--- src/rtl/pipe_stage_elastic_if.sv ---
// Handshake bundle for pipe_stage_elastic: upstream (in_*) and downstream (out_*) sides.
// master = surrounding pipeline, slave = the stage itself.
interface pipe_stage_elastic_if #(
    parameter int DATA_W = 128,
    parameter int DST_W  = 5
);
    logic              in_valid;
    logic              in_ready;
    logic [DATA_W-1:0] in_data;
    logic              in_we;
    logic [DST_W-1:0]  in_dst;
    logic              out_valid;
    logic              out_ready;
    logic [DATA_W-1:0] out_data;
    logic              out_we;
    logic [DST_W-1:0]  out_dst;

    modport master (
        output in_valid, in_data, in_we, in_dst, out_ready,
        input  in_ready, out_valid, out_data, out_we, out_dst
    );

    modport slave (
        input  in_valid, in_data, in_we, in_dst, out_ready,
        output in_ready, out_valid, out_data, out_we, out_dst
    );
endinterface

--- src/rtl/pipe_stage_elastic.sv ---
// Elastic pipeline stage holding a MAIN (head) entry and, with PIPE_STAGE_SKID_EN defined,
// a SKID entry so that in_ready comes from a register instead of from out_ready.
module pipe_stage_elastic #(
    parameter int DATA_W = 128,
    parameter int DST_W  = 5
) (
    input  logic                 clk,
    input  logic                 rst,
    input  logic                 flush,
    input  logic                 hlt,
    pipe_stage_elastic_if.slave  bus,
    output logic [1:0]           occupancy
);

    typedef enum logic [1:0] {
        EMPTY = 2'd0,
        ONE   = 2'd1,
        FULL  = 2'd2
    } state_t;

    typedef struct packed {
        logic [DATA_W-1:0] data;
        logic              we;
        logic [DST_W-1:0]  dst;
    } entry_t;

    localparam entry_t ENTRY_CLEAR = '0;

    state_t state;
    state_t state_n;
    entry_t main_q;
    entry_t main_n;
    entry_t in_entry;
    logic   accept;
    logic   pop;

    assign in_entry      = {bus.in_data, bus.in_we, bus.in_dst};
    assign bus.out_valid = (state != EMPTY) & ~hlt;
    assign bus.out_data  = main_q.data;
    assign bus.out_we    = main_q.we & bus.out_valid;
    assign bus.out_dst   = main_q.dst;
    assign occupancy     = state;
    assign accept        = bus.in_valid & bus.in_ready;
    assign pop           = bus.out_valid & bus.out_ready;

`ifdef PIPE_STAGE_SKID_EN
    entry_t skid_q;
    entry_t skid_n;
    logic   ready_q;

    // ready_q tracks "next state is not FULL", so upstream never sees out_ready
    assign bus.in_ready = ready_q & ~hlt;
`else
    assign bus.in_ready = ~hlt & (~bus.out_valid | bus.out_ready);
`endif

    always_comb begin
        state_n = state;
        main_n  = main_q;
`ifdef PIPE_STAGE_SKID_EN
        skid_n  = skid_q;
`endif
        if (flush) begin
            state_n = EMPTY;
            main_n  = ENTRY_CLEAR;
`ifdef PIPE_STAGE_SKID_EN
            skid_n  = ENTRY_CLEAR;
`endif
        end else begin
            case (state)
                EMPTY: begin
                    if (accept) begin
                        state_n = ONE;
                        main_n  = in_entry;
                    end
                end
                ONE: begin
                    if (accept && pop) begin
                        main_n = in_entry;
`ifdef PIPE_STAGE_SKID_EN
                    end else if (accept) begin
                        state_n = FULL;
                        skid_n  = in_entry;
`endif
                    end else if (pop) begin
                        state_n = EMPTY;
                    end
                end
`ifdef PIPE_STAGE_SKID_EN
                FULL: begin
                    if (pop) begin
                        state_n = ONE;
                        main_n  = skid_q;
                    end
                end
`endif
                default: state_n = EMPTY;
            endcase
        end
    end

    always_ff @(posedge clk) begin
        if (rst) begin
            state   <= EMPTY;
            main_q  <= ENTRY_CLEAR;
`ifdef PIPE_STAGE_SKID_EN
            skid_q  <= ENTRY_CLEAR;
            ready_q <= 1'b1;
`endif
        end else begin
            state   <= state_n;
            main_q  <= main_n;
`ifdef PIPE_STAGE_SKID_EN
            skid_q  <= skid_n;
            ready_q <= (state_n != FULL);
`endif
        end
    end

endmodule

--- src/flat_wrapper.sv ---
// flat-port wrapper written by rule: the top's interface ports become plain ports
module pipe_stage_elastic_flat 
#(
    parameter int DATA_W = 128,
    parameter int DST_W  = 5
)
  (clk, rst, flush, hlt, occupancy, bus_in_valid, bus_in_data, bus_in_we, bus_in_dst, bus_out_ready, bus_in_ready, bus_out_valid, bus_out_data, bus_out_we, bus_out_dst);
  pipe_stage_elastic_if #(.DATA_W(DATA_W), .DST_W(DST_W)) bus_i ();
  input  logic clk;
  input  logic rst;
  input  logic flush;
  input  logic hlt;
  output logic [1:0] occupancy;
  input wire logic [$bits(bus_i.in_valid)-1:0] bus_in_valid;
  input wire logic [$bits(bus_i.in_data)-1:0] bus_in_data;
  input wire logic [$bits(bus_i.in_we)-1:0] bus_in_we;
  input wire logic [$bits(bus_i.in_dst)-1:0] bus_in_dst;
  input wire logic [$bits(bus_i.out_ready)-1:0] bus_out_ready;
  output wire logic [$bits(bus_i.in_ready)-1:0] bus_in_ready;
  output wire logic [$bits(bus_i.out_valid)-1:0] bus_out_valid;
  output wire logic [$bits(bus_i.out_data)-1:0] bus_out_data;
  output wire logic [$bits(bus_i.out_we)-1:0] bus_out_we;
  output wire logic [$bits(bus_i.out_dst)-1:0] bus_out_dst;
  assign bus_i.in_valid = bus_in_valid;
  assign bus_i.in_data = bus_in_data;
  assign bus_i.in_we = bus_in_we;
  assign bus_i.in_dst = bus_in_dst;
  assign bus_i.out_ready = bus_out_ready;
  assign bus_in_ready = bus_i.in_ready;
  assign bus_out_valid = bus_i.out_valid;
  assign bus_out_data = bus_i.out_data;
  assign bus_out_we = bus_i.out_we;
  assign bus_out_dst = bus_i.out_dst;
  pipe_stage_elastic #(.DATA_W(DATA_W), .DST_W(DST_W)) u_core (.clk(clk), .rst(rst), .flush(flush), .hlt(hlt), .bus(bus_i), .occupancy(occupancy));
endmodule
--- config.mk ---
export PLATFORM = sky130hd
export DESIGN_NAME = pipe_stage_elastic_flat
export DESIGN_NICKNAME = d
export VERILOG_FILES = /design/src/rtl/pipe_stage_elastic_if.sv /design/src/rtl/pipe_stage_elastic.sv /design/src/flat_wrapper.sv
export SDC_FILE = /design/constraint.sdc
export NUM_CORES = 1
export LEC_CHECK = 0
export ABC_CLOCK_PERIOD_IN_PS = 3150
export BUFFER_PORTS_ARGS = -buffer_cell sky130_fd_sc_hd__buf_2
export CAP_MARGIN = 20
export CORE_UTILIZATION = 30
export CTS_CLUSTER_DIAMETER = 40
export DETAILED_ROUTE_END_ITERATION = 8
export PLACE_DENSITY = 0.64
export SETUP_SLACK_MARGIN = 0.2
export SYNTH_ARGS = -nofsm -noshare
export SYNTH_HDL_FRONTEND = slang
export SYNTH_SLANG_ARGS = --single-unit
--- constraint.sdc ---
create_clock -name clk -period 3.15 [get_ports clk]
set_clock_uncertainty 0.2 [all_clocks]
set_input_delay 0.4725 -clock clk [delete_from_list [all_inputs] [get_ports clk]]
set_output_delay 0.4725 -clock clk [all_outputs]
set_load 0.1 [all_outputs]
==> results.ini, run 1 <==
[routing]
wl_per_cell_microns = 11.8
drc = 0
viasPerCell = 4.07
routed-via-count = 4619
postRouteAntennaNets = 0
wl_mm = 13.4
firstDrtPassIters = 4
drt_iter0_markers = 136

[synthesis]
yosysTopAreaCell = dfxtp_1
seq_area_frac_synth_pct = 42.2
yosysWarnings = 0
avgSynthCellArea_sq_um = 8.83
synthCells = 725
synth_area_leaders = dfxtp_1 42%, mux2i_1 21%, buf_4 17%
syn-num-nets = 865
netlist.area_leader.share_pct = 42.2
synth_seq_cells = 135
syn_area_sq_um = 6400
synthDistinctLibCells = 19

[setup_path]
required_ns = 2.48
rr_endpoint = u_core.bus.out_dst[0]$_SDFFE_PP0P_
ff2ff_setup_slack_ns = 1.47
worstReg2RegStart = u_core.occupancy[0]$_SDFFE_PP0P_
crit_fanout = 4
crit_type = reg -> out
cp-end-kind = output port
startpoint = u_core.occupancy[0]$_SDFFE_PP0P_
r2r_cells = 4
startpoint_type = register
arrival_ns = 1.52

[floorplanning]
die_x_microns = 148
dieArea_sq_um = 21900
ioPinCount = 278
num_rows = 53
die_h_microns = 148
core_area_sq_um = 21000
initial_core_util_pct = 30.6

[pwr]
leakagePower_uw = 0.00351
power.density_nw_per_um2 = 599
ir_worst_vdd_uv = 287

[global_routing]
grt_start_max_net_pins = 134
overflow = 0
first_global_vias = 4207
grt_pass1_wl_mm = 20.5
grtUsageTotal_pct = 11.8
antenna_found_initial = 0

[clock_network]
clk_pin_slew_ns = 0.06
postCtsSetupRepairBufs = 0
h-tree-depth = 4
clock_latency_ns = 0.40
cts_buffers = 17
cts_num_sinks = 135
cts_tree = done
ctsResizeCount = 0
postCtsHoldBufs = 0
cts_buffer_depth = 2
clockRootBuffer = clkbuf_16

[finish]
n_antenna_cell = 0
n_fill_cell = 2173
drive_gt1_share_pct = 37.0
areaGrowthSynthToFinish_pct = 18.6
stdcell_count = 1135
final_nets = 988

[timing]
setup_viol = 0
worstMarginPinSlew_ns = 0.599
rsz0062_at_grt = no
tns_ns = 0
relSlewSlack_pct = 60.1
period_share_pct = 69.7
fmax_mhz = 456
slew_viol_final = 0
fin_crit_ns = 2.19
hold_violations = 0

[placement]
dp_cells = 1104
globalplace.congestion = 0.703
placement.io_buffers = 276
hpwlAfterDp_mm = 9.03

[hold_path]
hold_end = u_core.bus.out_data[29]$_SDFFE_PP0P_
hold_path_depth = 3
worstHoldStart = bus_in_data[29]
hold_path.class = in -> reg

[run_status]
outcome = finished clean

[job]
max_cap_violations = 0

worst max-delay path, stage by stage, from the launching register on:
cell and delay (ns):
dfxtp_1 0.37, nor2b_4 0.19, and2_2 0.14, buf_2 0.42
cell usage after synthesis:
library cell  number
a21boi_1           1
and2_1             1
buf_1              1
buf_2             24
buf_4            141
buf_6              7
clkbuf_1           4
conb_1             1
dfxtp_1          135
inv_1              1
mux2i_1          134
nand2_1          268
nand2b_4           1
nor2_1             1
nor2_2             1
nor2_4             1
nor2b_1            1
nor2b_2            1
o21ai_0            1
how the worst max path moves through the flow:
| stage | to | depth (start not counted) |
|---|---|---|
| 2_1_floorplan | bus_in_ready | 2 |
| 3_3_place_gp | bus_out_we | 4 |
| 3_5_place_dp | bus_out_we | 4 |
| 5_1_grt | bus_out_we | 3 |
| 6_report | bus_out_we | 3 |
| 4_1_cts | bus_out_we | 3 |
power breakdown:
group | leakage (uW) | switching (uW) | internal [uW]
logic | 0.00212 | 467 | 166
registers | 0.00109 | 18.0 | 1750
clock network | 0.000300 | 767 | 1390
total | 0.00351 | 1250 | 3300
per-stage QoR:
stage / util (%) / instance area [sq um] / hold WS, ns / power, uW / worst slack, ns
floorplan: - / 6410 / 0.230 / 2350 / 0.245
global placement: 33.2 / 6950 / 0.238 / 2430 / 1.15
detailed placement: 33.2 / 6950 / 0.243 / 2440 / 1.16
CTS: 36.2 / 7590 / 0.0797 / 4640 / 0.916
global route: 36.2 / 7590 / 0.0857 / 4730 / 0.880
finish: 36.2 / 7590 / 0.103 / 4550 / 0.955
cell usage in the layout, fill, tap and decap left out:
| master | instances |
|---|---|
| bufinv_16 | 4 |
| buf_4 | 1 |
| inv_1 | 1 |
| nor2_1 | 1 |
| nor2b_2 | 1 |
| clkinv_2 | 1 |
| clkbuf_8 | 3 |
| a21boi_1 | 1 |
| nand2_1 | 268 |
| conb_1 | 1 |
| clkbuf_16 | 17 |
| nor2b_4 | 1 |
| o21ai_0 | 1 |
| nand2b_4 | 1 |
| dfxtp_1 | 135 |
| and2_2 | 1 |
| nor2_4 | 2 |
| clkinv_4 | 2 |
| buf_2 | 276 |
| buf_12 | 4 |
| clkinvlp_4 | 4 |
| mux2i_1 | 134 |
state kept, by name (all words and copies together), names as in the netlist:
| name | flops |
|---|---|
| u_core.bus.out_data | 128 |
| u_core.bus.out_dst | 5 |
| u_core.main_q | 1 |
| u_core.occupancy | 1 |
cell type report:
| class | instances | area, sq um | area share, % |
|---|---|---|---|
| Clock buffer | 20 | 467 | 6.15 |
| Clock inverter | 11 | 173 | 2.27 |
| Inverter | 1 | 3.75 | 0.0494 |
| Multi-Input combinational cell | 412 | 2430 | 32.1 |
| Sequential cell | 135 | 2700 | 35.6 |
| Tap cell | 275 | 344 | 4.53 |
| Timing Repair Buffer | 281 | 1470 | 19.3 |
cells by family after synthesis:
kind of cell | Yosys count | share of synthesized area [%]
compound gates | 2 | 0.195
buf+inv | 178 | 20.0
flops | 135 | 42.2
mux | 134 | 20.9
other cells | 1 | 0.0586
simple gates | 275 | 16.6
layer usage:
layer / GRT usage [%] / routed length [microns]
met1: 13.5 / 5980
met2: 20.1 / 6340
met3: 4.57 / 1000
met4: 3.56 / 107
met5: 0 / 0
(Power assumes the default switching activity.)
==> inputs of run 2 (changes only) <==
--- a/config.mk
+++ b/config.mk
@@ -5,13 +5,14 @@
 export SDC_FILE = /design/constraint.sdc
 export NUM_CORES = 1
 export LEC_CHECK = 0
-export ABC_CLOCK_PERIOD_IN_PS = 3150
+export ABC_AREA = 1
+export ABC_CLOCK_PERIOD_IN_PS = 2200
 export BUFFER_PORTS_ARGS = -buffer_cell sky130_fd_sc_hd__buf_2
 export CAP_MARGIN = 20
 export CORE_UTILIZATION = 30
 export CTS_CLUSTER_DIAMETER = 40
 export DETAILED_ROUTE_END_ITERATION = 8
-export PLACE_DENSITY = 0.64
+export PLACE_DENSITY = 0.63
 export SETUP_SLACK_MARGIN = 0.2
 export SYNTH_ARGS = -nofsm -noshare
 export SYNTH_HDL_FRONTEND = slang
==> constraint.sdc (replaced) <==
create_clock -name clk -period 2.2 [get_ports clk]
set_clock_uncertainty 0.2 [all_clocks]
set_input_delay 0.33 -clock clk [delete_from_list [all_inputs] [get_ports clk]]
set_output_delay 0.33 -clock clk [all_outputs]
set_load 0.1 [all_outputs]
==> results.ini, run 2 <==
[run_status]
outcome = finished clean

[global_routing]
grtUsageMet3_pct = 4.29
grtUsageTotal_pct = 13.6
met1_usage_pct = 17.0
met2_usage_pct = 22.2
overflow = 0
busiest_layer = met2
grt_pass1_wl_mm = 26.6
grt_start_max_net_pins = 129
first_global_vias = 5287
antenna_found_initial = 0

[pwr]
power.density_nw_per_um2 = 828
p_int_uw = 4690
switchingPower_uw = 2150
p_sw_share_pct = 31.5
leakagePower_uw = 0.00433
combPwrFrac_pct = 18.9
pwr-share-clk_pct = 43.6
ir_worst_vdd_uv = 416
p_seq_share_pct = 37.5

[finish]
n_antenna_cell = 0
layout_common_cells = 273 x buf_2, 139 x inv_1, 138 x nand2_1, 135 x nand3_1
largest_reg_flops = 128
final_nets = 1275
fin_util_pct = 36.3
areaGrowthSynthToFinish_pct = 18.2
drive_gt1_share_pct = 28.8
final_common_cell = buf_2

[floorplanning]
die_h_microns = 155
core_area_sq_um = 22800
dieArea_sq_um = 23900
ioPinCount = 278
initial_core_util_pct = 30.7
num_rows = 55
die_x_microns = 155

[setup_path]
arrival_ns = 1.40
r2r_cells = 5
crit_fanout = 5
cp-end-kind = output port
critical_path.cell_chain = nand2_1, nor2_4, buf_4
slowest_delay_ns = 0.44
required_ns = 1.67
critical-path-slowest-cell = dfxtp_2
rr_endpoint = u_core.bus.out_data[123]$_SDFFE_PP0P_
worstReg2RegStart = u_core.occupancy[0]$_SDFFE_PP0P_
crit_type = reg -> out
ff2ff_setup_slack_ns = 0.58
endpoint = bus_out_we
startpoint = u_core.occupancy[0]$_SDFFE_PP0P_
startpoint_type = register

[placement]
hpwlAfterDp_mm = 11.2
pre_cts_slack_ns = 0.403
globalplace.congestion = 0.770
placement.io_buffers = 276

[timing]
fin_crit_ns = 1.93
relSlewSlack_pct = 62.7
rsz0062_at_grt = no
hold_violations = 0
fmax_mhz = 519
tns_ns = 0
slew_viol_final = 0
setup_ws_ns = 0.272
period_share_pct = 87.6
setup_viol = 0
worstMarginPinSlew_ns = 0.560

[routing]
routed-via-count = 6121
drt_iter0_markers = 369
wl_mm = 16.6
wl_per_cell_microns = 11.3
drc = 0
postRouteAntennaNets = 0
viasPerCell = 4.19
firstDrtPassIters = 4

[clock_network]
clockRootBuffer = clkbuf_16
postCtsSetupRepairBufs = 0
cts_num_sinks = 135
cts_buffers = 17
cts_tree = done
clock_latency_ns = 0.41
cts_buffer_depth = 2
h-tree-depth = 4
clk_pin_slew_ns = 0.07
postCtsHoldBufs = 0

[hold_path]
hold_path_depth = 5
hold_path.class = in -> reg

[job]
max_cap_violations = 0

[synthesis]
ys_top_cells_by_count = 140 x inv_1, 138 x nand2_1, 137 x buf_4
yosysTopAreaCell = dfxtp_1
synth_area_leaders = dfxtp_1 39%, buf_4 15%, a21oi_1 9.7%
synth_seq_cells = 135
synthDistinctLibCells = 13
syn-num-nets = 1168
netlist.area_leader.share_pct = 38.7
synth_edf_count = 0
syn_area_sq_um = 6990
avgSynthCellArea_sq_um = 6.80
synthCells = 1028
async_flop_share_pct = 0
yosysWarnings = 0
yosysMostFrequentCell = inv_1
seq_area_frac_synth_pct = 38.7
synthFlopType = dfxtp_1

[run 2: final cells by class]
type	instances	area, sq um
fill	2481	14500
sequential	135	2700
multi-input combinational	547	2430
timing repair buffer	294	1600
inverter	140	529
clock buffer	21	460
tap	313	392
clock inverter	11	148
[run 2: power groups by stage]
stage                     clock network (uW)  registers, uW  logic (uW)
after floorplan                            0           2620        1130
after global placement                     0           2620        1290
after detailed placement                   0           2620        1300
after CTS                               3090           2570        1300
after global routing                    3190           2580        1390
final                                   2980           2570        1290
[run 2: per-stage QoR]
step,power [uW],instances,hold WS [ns],instance area (sq um)
global route,7160,1461,0.0295,8270
floorplan,3750,1028,0.252,7010
finish,6840,1461,0.0323,8270
global placement,3910,1429,0.254,7650
detailed placement,3920,1429,0.262,7650
CTS,6960,1461,0.0119,8270
[run 2: worst max-delay path, delay by kind of cell (launching register included)]
| family | cells | cell delay (ns) |
|---|---|---|
| AND/OR/NAND/NOR | 2 | 0.27 |
| buffers and inverters | 1 | 0.29 |
| flip-flops | 1 | 0.44 |
[run 2: metal layers]
metal,share of wire (%),up-vias
li1,-,3259
met1,45,2672
met2,47,177
met3,6.6,13
met4,1.2,0
met5,0,-
[run 2: kinds of logic after synthesis]
kind of cell,synth area share (%)
AND/OR/NAND/NOR,24.7
buffers and inverters,26.9
AO/OA/AOI/OAI,9.67
flip-flops,38.7
other,0.0536
[run 2: what timing repair did]
action | in CTS | in global routing
setup endpoints to repair | 3 | 0
resized for setup | 3 | 0
endpoints found under the hold margin | 0 | 0
[run 2: how the worst min path moves through the flow]
stage                                           endpoint  slack [ns]                                 start
finish              u_core.bus.out_data[85]$_SDFFE_PP0P_        0.03                       bus_in_data[85]
global route         u_core.bus.out_data[0]$_SDFFE_PP0P_        0.03                        bus_in_data[0]
detailed placement  u_core.bus.out_data[29]$_SDFFE_PP0P_        0.26  u_core.bus.out_data[29]$_SDFFE_PP0P_
floorplan                  u_core.main_q[5]$_SDFFE_PP0P_        0.25         u_core.main_q[5]$_SDFFE_PP0P_
global placement     u_core.bus.out_data[6]$_SDFFE_PP0P_        0.25   u_core.bus.out_data[6]$_SDFFE_PP0P_
CTS                 u_core.bus.out_data[35]$_SDFFE_PP0P_        0.01                       bus_in_data[35]
==> inputs of run 3 (changes only) <==
--- a/config.mk
+++ b/config.mk
@@ -9,10 +9,13 @@
 export ABC_CLOCK_PERIOD_IN_PS = 2200
 export BUFFER_PORTS_ARGS = -buffer_cell sky130_fd_sc_hd__buf_2
 export CAP_MARGIN = 20
+export CELL_PAD_IN_SITES_DETAIL_PLACEMENT = 1
+export CELL_PAD_IN_SITES_GLOBAL_PLACEMENT = 1
+export CORE_MARGIN = 2
 export CORE_UTILIZATION = 30
 export CTS_CLUSTER_DIAMETER = 40
 export DETAILED_ROUTE_END_ITERATION = 8
-export PLACE_DENSITY = 0.63
+export PLACE_DENSITY = 0.83
 export SETUP_SLACK_MARGIN = 0.2
 export SYNTH_ARGS = -nofsm -noshare
 export SYNTH_HDL_FRONTEND = slang
==> results.ini, run 3 (same netlist as run 2, synthesis figures left out) <==
[run_status]
outcome = finished clean

[finish]
design_area_sq_um = 8420
final_common_cell = buf_2
drive_gt1_share_pct = 29.1
largest_reg_flops = 128
final_nets = 1282
layout_common_cells = 273 x buf_2, 139 x inv_1, 138 x nand2_1, 135 x nand3_1
n_antenna_cell = 0
fin_util_pct = 37.0
areaGrowthSynthToFinish_pct = 20.4

[clock_network]
clk_pin_slew_ns = 0.06
clock_latency_ns = 0.41
cts_buffers = 17
cts_num_sinks = 135
cts_tree = done
h-tree-depth = 4
clockRootBuffer = clkbuf_16
postCtsSetupRepairBufs = 0
cts_buffer_depth = 2

[global_routing]
grtUsageTotal_pct = 15.5
antenna_found_initial = 1
grt_start_max_net_pins = 84
first_global_vias = 6261
overflow = 0
grt_pass1_wl_mm = 30.6

[routing]
drt_iter0_markers = 273
wl_mm = 19.2
postRouteAntennaNets = 0
routed-via-count = 6431
viasPerCell = 4.38
firstDrtPassIters = 4
drc = 0
wl_per_cell_microns = 13.1

[hold_path]
hold_path.class = in -> reg

[floorplanning]
initial_core_util_pct = 30.7
core_area_sq_um = 22800
num_rows = 55
dieArea_sq_um = 24500
die_x_microns = 157
ioPinCount = 278
die_h_microns = 157

[placement]
hpwlAfterDp_mm = 13.6
placement.io_buffers = 276
placed_cell_area_sq_um = 7740
globalplace.congestion = 0.742

[pwr]
ir_worst_vdd_uv = 413
power_uw = 7030
leakagePower_uw = 0.00440
power.density_nw_per_um2 = 835

[timing]
fmax_mhz = 517
fin_crit_ns = 1.93
setup_viol = 0
rsz0062_at_grt = no
worstMarginPinSlew_ns = 0.528
relSlewSlack_pct = 65.0
hold_violations = 0
period_share_pct = 87.9
tns_ns = 0
slew_viol_final = 0
hold_slack_ns = 0.0282

[setup_path]
crit_type = reg -> out
required_ns = 1.67
cp-end-kind = output port
arrival_ns = 1.40
startpoint_type = register
crit_fanout = 5

[job]
max_cap_violations = 0

## run 3: timing repair
item                                    in CTS  in global routing
endpoints found under the hold margin        3                  0
hold buffers                                 3                  0
endpoints found under the setup margin       3                  0
gates resized for setup                      3                  0
## run 3: final timing paths
path                                                           start                                    to  slack [ns]  cells past startpoint
worst min register to register  u_core.bus.out_data[68]$_SDFFE_PP0P_  u_core.bus.out_data[68]$_SDFFE_PP0P_        0.27                      2
worst max register to register      u_core.occupancy[0]$_SDFFE_PP0P_  u_core.bus.out_data[41]$_SDFFE_PP0P_        0.64                      5
worst min-delay path                                 bus_in_data[84]  u_core.bus.out_data[84]$_SDFFE_PP0P_        0.03                      5
worst max-delay path                u_core.occupancy[0]$_SDFFE_PP0P_                            bus_out_we        0.27                      3
## run 3: area by class of cell
| type | instances | area [sq um] |
|---|---|---|
| Clock inverter | 11 | 173 |
| Clock buffer | 20 | 467 |
| Sequential cell | 135 | 2700 |
| Fill cell | 2951 | 14400 |
| Tap cell | 313 | 392 |
| Inverter | 140 | 529 |
| Multi-Input combinational cell | 547 | 2430 |
| Timing Repair Buffer | 301 | 1720 |
## run 3: metal layers
metal,vias to the layer above,part of all wire [%],track usage (%)
met5,-,0.068,0
met4,2,1.7,5.29
li1,3264,-,-
met1,2971,41,16.5
met3,27,6.7,5.32
met2,167,50,28.4
## run 3: power breakdown
group | total [uW] | internal, uW | switching (uW)
clock | 3120 | 1990 | 1140
sequential | 2570 | 2530 | 41.6
combinational | 1340 | 334 | 1000
## run 3: metrics by stage
| step | worst slack [ns] | instances |
|---|---|---|
| 2_1_floorplan | 0.229 | 1028 |
| 3_3_place_gp | 0.478 | 1433 |
| 3_5_place_dp | 0.454 | 1433 |
| 4_1_cts | 0.225 | 1467 |
| 5_1_grt | 0.202 | 1467 |
| 6_report | 0.266 | 1467 |
## run 3: critical path, cell delays in order, from the launching register on
cell	delay, ns
dfxtp_2	0.43
nand2_1	0.17
nor2_4	0.11
buf_4	0.29
